==> config.mk <==
export PLATFORM = sky130hd
export DESIGN_NAME = pc_sequencer
export DESIGN_NICKNAME = d
export VERILOG_FILES = /design/src/rtl/pc_sequencer.sv
export SDC_FILE = /design/constraint.sdc
export NUM_CORES = 1
export LEC_CHECK = 0
export ABC_CLOCK_PERIOD_IN_PS = 2700
export BUFFER_PORTS_ARGS = -buffer_cell sky130_fd_sc_hd__buf_4
export CORE_ASPECT_RATIO = 1.75
export CORE_MARGIN = 5
export CORE_UTILIZATION = 52
export DETAILED_ROUTE_END_ITERATION = 10
export GPL_TIMING_DRIVEN = 0
export MAX_ROUTING_LAYER = met4
export PLACE_DENSITY = 0.79
export SLEW_MARGIN = 5
export SYNTH_ARGS = -nofsm -noshare
export SYNTH_HDL_FRONTEND = slang
export SYNTH_SLANG_ARGS = --single-unit
==> constraint.sdc <==
create_clock -name clk -period 2.7 [get_ports clk]
set_input_delay 0.54 -clock clk [delete_from_list [all_inputs] [get_ports clk]]
set_output_delay 0.54 -clock clk [all_outputs]
set_load 0.01 [all_outputs]
==> src/rtl/pc_sequencer.sv <==
// Multicycle fetch/decode/PC-update sequencer: resolves branches, jumps and jr locally,
// hands everything else to the main controller, and counts retired instructions.
module pc_sequencer #(
   parameter int MEM_WAIT = 2
) (
   input  logic        clk,
   input  logic        reset,
   input  logic [5:0]  opcode,
   input  logic [5:0]  funct,
   input  logic        zero,
   input  logic        hold,
   input  logic        exec_done,
   output logic [1:0]  pc_source,
   output logic        pc_write,
   output logic        ir_write,
   output logic        mem_read,
   output logic [1:0]  alu_sel,
   output logic        aluout_write,
   output logic        ra_write,
   output logic        exec_req,
   output logic [2:0]  state,
   output logic [31:0] retired
);

   typedef enum logic [2:0] {
      S_RESET  = 3'd0,
      S_FETCH  = 3'd1,
      S_DECODE = 3'd2,
      S_BRANCH = 3'd3,
      S_JUMP   = 3'd4,
      S_JR     = 3'd5,
      S_EXEC   = 3'd6
   } state_t;

   localparam logic [3:0] WLAST = 4'(MEM_WAIT - 1);

   state_t      state_q, state_d;
   logic [3:0]  wcnt_q, wcnt_d;
   logic [5:0]  opc_q, opc_d, fn_q, fn_d;
   logic [31:0] retired_q, retired_d;
   logic        retire;
   logic        pc_wr, ir_wr, ao_wr, ra_wr;

   always_ff @(posedge clk) begin
      if (reset) begin
         state_q   <= S_RESET;
         wcnt_q    <= 4'd0;
         opc_q     <= 6'd0;
         fn_q      <= 6'd0;
         retired_q <= 32'd0;
      end else if (!hold) begin
         state_q   <= state_d;
         wcnt_q    <= wcnt_d;
         opc_q     <= opc_d;
         fn_q      <= fn_d;
         retired_q <= retired_d;
      end
   end

   always_comb begin
      state_d   = state_q;
      wcnt_d    = wcnt_q;
      opc_d     = opc_q;
      fn_d      = fn_q;
      retire    = 1'b0;
      pc_source = 2'b00;
      alu_sel   = 2'b00;
      mem_read  = 1'b0;
      exec_req  = 1'b0;
      pc_wr     = 1'b0;
      ir_wr     = 1'b0;
      ao_wr     = 1'b0;
      ra_wr     = 1'b0;
      case (state_q)
         S_RESET: begin
            wcnt_d  = 4'd0;
            state_d = S_FETCH;
         end
         S_FETCH: begin
            mem_read = 1'b1;
            if (wcnt_q == WLAST) begin
               ir_wr   = 1'b1;
               pc_wr   = 1'b1;
               wcnt_d  = 4'd0;
               state_d = S_DECODE;
            end else begin
               wcnt_d = wcnt_q + 4'd1;
            end
         end
         S_DECODE: begin
            // Branch target is precomputed into ALUOut while the opcode is decoded.
            alu_sel = 2'b01;
            ao_wr   = 1'b1;
            opc_d   = opcode;
            fn_d    = funct;
            if (opcode == 6'h04 || opcode == 6'h05)      state_d = S_BRANCH;
            else if (opcode == 6'h02 || opcode == 6'h03) state_d = S_JUMP;
            else if (opcode == 6'h00 && funct == 6'h08)  state_d = S_JR;
            else                                         state_d = S_EXEC;
         end
         S_BRANCH: begin
            alu_sel   = 2'b10;
            pc_source = 2'b01;
            pc_wr     = ((opc_q == 6'h04) & zero) | ((opc_q == 6'h05) & ~zero);
            retire    = 1'b1;
            state_d   = S_FETCH;
         end
         S_JUMP: begin
            pc_source = 2'b10;
            pc_wr     = 1'b1;
            ra_wr     = (opc_q == 6'h03);
            retire    = 1'b1;
            state_d   = S_FETCH;
         end
         S_JR: begin
            alu_sel = 2'b11;
            pc_wr   = 1'b1;
            retire  = 1'b1;
            state_d = S_FETCH;
         end
         S_EXEC: begin
            exec_req = 1'b1;
            if (exec_done) begin
               retire  = 1'b1;
               state_d = S_FETCH;
            end
         end
         default: state_d = S_RESET;
      endcase
   end

   assign retired_d = retired_q + {31'd0, retire};

   // Register-load strobes are suppressed during a stall; mux selects keep their decode.
   assign pc_write     = pc_wr & ~hold;
   assign ir_write     = ir_wr & ~hold;
   assign aluout_write = ao_wr & ~hold;
   assign ra_write     = ra_wr & ~hold;
   assign state        = state_q;
   assign retired      = retired_q;

endmodule
==> results.cfg <==
[synthesis]
synth-simple-area-share_pct = 32.3
ys_seq_area_share_pct = 38.8
ys_ff_latch = 45
synth_mux_area_share_pct = 3.23
async_flop_share_pct = 0
synth_area_per_cell_um2 = 8.26
syn_area_um2 = 2320
synth_ff_type = dfxtp_1
synth_cell_types = 46
synth_xor_area_share_pct = 5.28
synth_top_area_share_pct = 38.8
synth_cells = 281
yosysMostFrequentCell = dfxtp_1
synth_top_family_by_area = simple AND/OR/NAND/NOR gates
synthAdderAreaFrac_pct = 2.69
synth_edf_count = 0
synth_area_leader_cell = dfxtp_1
syn_nets = 303
synth_warnings = 0
synth_compound_area_share_pct = 13.3
yosys-top-cells-area = dfxtp_1, a21oi_1, nor2_1
netlist_top_cells_count = dfxtp_1, nor2_1, a21oi_1

[global_route]
grt_max_degree = 14
grt.overflow.total = 0
first_global_vias = 2168
antenna_found_initial = 0
track_usage_pct = 21.7
grt_pass1_wl_um = 9870

[sta]
whs_ns = 0.457
slew-limit-headroom_pct = 41.1
setup_viol = 0
rsz0062_at_grt = false
worst_pin_slew_ns = 0.876
fmax_mhz = 401
min_period_ns = 2.49
drv_slew = 0
period_share_pct = 92.4
skew_ns = 0.00364
hold_viol = 0

[layout]
layout.cells.non_filler = 400
layout-drive-gt1-share_pct = 25.2
final.fill_count = 380
diodes = 0
finalNetCount = 371
final_util_pct = 67.9
syn_to_final_growth_pct = 27.7

[placement]
io_buffers = 61
dp_hpwl_um = 4550
placedCellCount = 393
gp_congestion = 0.830

[floorplanning]
start_util_pct = 53.2
ioPinCount = 62
rows = 32
die-area_um2 = 5950
die_h_um = 98.4
die_w_um = 60.5
core-area_um2 = 4360

[pwr]
power_frac_seq_pct = 54.6
peakVddDrop_mv = 0.451
power.total_mw = 1.23
cellPowerDensity_nw_per_um2 = 415
p_clk_share_pct = 39.5
p_sw_mw = 0.260
switching_share_pct = 21.2
internal_power_mw = 0.969
cellLeakagePower_nw = 1.18
combPwrFrac_pct = 5.9

[critical_path]
cp-end-kind = output pin
startpoint_type = register
critPathMaxFanout = 5
arrival_ns = 1.95
required_ns = 2.16
crit_type = reg -> out

[drt]
wl_per_cell_um = 15.0
wl_met2_um = 3280
dr_wl_met3_um = 375
drtIter0Drc = 75
viasPerCell = 5.93
first_pass_iters = 4
top_layer = met4
wl_met1_um = 2170
postRouteAntennaNets = 0
wl_um = 6000
drc = 0
dr_total_vias = 2370

[flow_run]
drv_cap = 0

[cts]
numCtsBuffers = 5
clk_latency_ns = 0.29
h-tree-depth = 2
cts_tree = done
clk_pin_slew_ns = 0.08
cts-root-buf = clkbuf_8
hold_buffers = 0
cts.path.max_buffers = 2
cts.sinks = 45

[status]
status = completed

[worst_hold_path]
hold_path_class = reg -> reg
-- cells by family after synthesis --
| logic type | count (synthesis) |
|---|---|
| AO/OA/AOI/OAI | 52 |
| buffers and inverters | 25 |
| AND/OR/NAND/NOR | 133 |
| adder cells (fa/ha/maj) | 5 |
| flip-flops | 45 |
| multiplexers | 7 |
| XOR/XNOR | 14 |
-- flip-flops by register name, indices dropped and copies added (netlist names) --
register	cells
state	3
wcnt_q	4
opc_q	6
retired	32
-- stage by stage --
step	cell area (µm²)	worst slack, ns	TNS (ns)
after floorplan	2320	0.156	0
after global placement	2840	-0.0899	-0.400
after detailed placement	2840	-0.204	-0.970
after CTS	2970	0.0551	0
after global routing	2970	0.0348	0
final	2970	0.206	0
-- worst max-delay path: stages (launching register included) --
cell and delay (ns):
dfxtp_1 0.41, ha_1 0.17, or3b_2 0.45, or3_1 0.37
o21ai_0 0.12, buf_4 0.16
-- cell type report --
type / count / area, µm² / share of cell area (%)
clock buffer: 5 / 68.8 / 2.32
clock inverter: 2 / 35.0 / 1.18
inverter: 10 / 37.5 / 1.27
sequential: 45 / 903 / 30.5
multi-input combinational: 211 / 1320 / 44.6
timing repair buffer: 64 / 480 / 16.2
tap: 51 / 63.8 / 2.15
buffer: 12 / 55.1 / 1.86
-- placed cells by master (no fill, tap or decap), drive strengths merged, types with 2 or more instances in the layout --
| master | synthesis | layout |
|---|---|---|
| and4 | 4 | 4 |
| a21oi | 24 | 24 |
| a21o | 2 | 2 |
| xor2 | 7 | 7 |
| nand4 | 13 | 13 |
| nand2b | 4 | 4 |
| nor2b | 5 | 5 |
| or4 | 13 | 13 |
| nor4 | 5 | 5 |
| buf | 4 | 68 |
| nand2 | 23 | 23 |
| ha | 5 | 5 |
| o31ai | 9 | 9 |
| or3b | 2 | 2 |
| dfxtp | 45 | 45 |
| nand3 | 12 | 12 |
| mux2 | 4 | 4 |
| clkinv | 1 | 2 |
| o21ai | 10 | 10 |
| and4b | 2 | 2 |
| mux2i | 3 | 3 |
| nand4b | 2 | 2 |
| xnor2 | 7 | 7 |
| clkbuf | 11 | 13 |
| inv | 9 | 9 |
| nor2 | 25 | 25 |
| nor3 | 6 | 6 |
| or3 | 7 | 7 |
| and2 | 3 | 3 |
| and3 | 4 | 4 |
-- path summary, 6_finish.rpt --
check	from	end	slack [ns]	cells after the start
setup / recovery	wcnt_q[0]	pc_write	0.21	5
hold / removal	opc_q[5]	opc_q[5]	0.46	2
setup reg to reg	state[2]	retired[27]	0.21	8
hold reg to reg	opc_q[5]	opc_q[5]	0.46	2
-- layer usage --
layer	GRT usage [%]	vias to the layer above
li1	-	1156
met1	22.7	1101
met2	38.8	95
met3	3.44	18
met4	8.51	0
met5	-	-
-- timing repair --
item                       in CTS  in global routing
gates cloned                    0                  0
setup buffers                   3                  0
resized for setup               2                  3
pin swaps                       1                  0
setup endpoints to repair      10                  8
-- power by group through the flow --
stage                     clock, mW  combinational [mW]  sequential, mW
final                         0.486              0.0725           0.671
after global routing          0.525              0.0793           0.672
after CTS                     0.500              0.0722           0.671
after detailed placement          0              0.0725           0.686
after global placement            0              0.0719           0.686
after floorplan                   0              0.0331           0.686
Power figures use the tool's default switching activity.
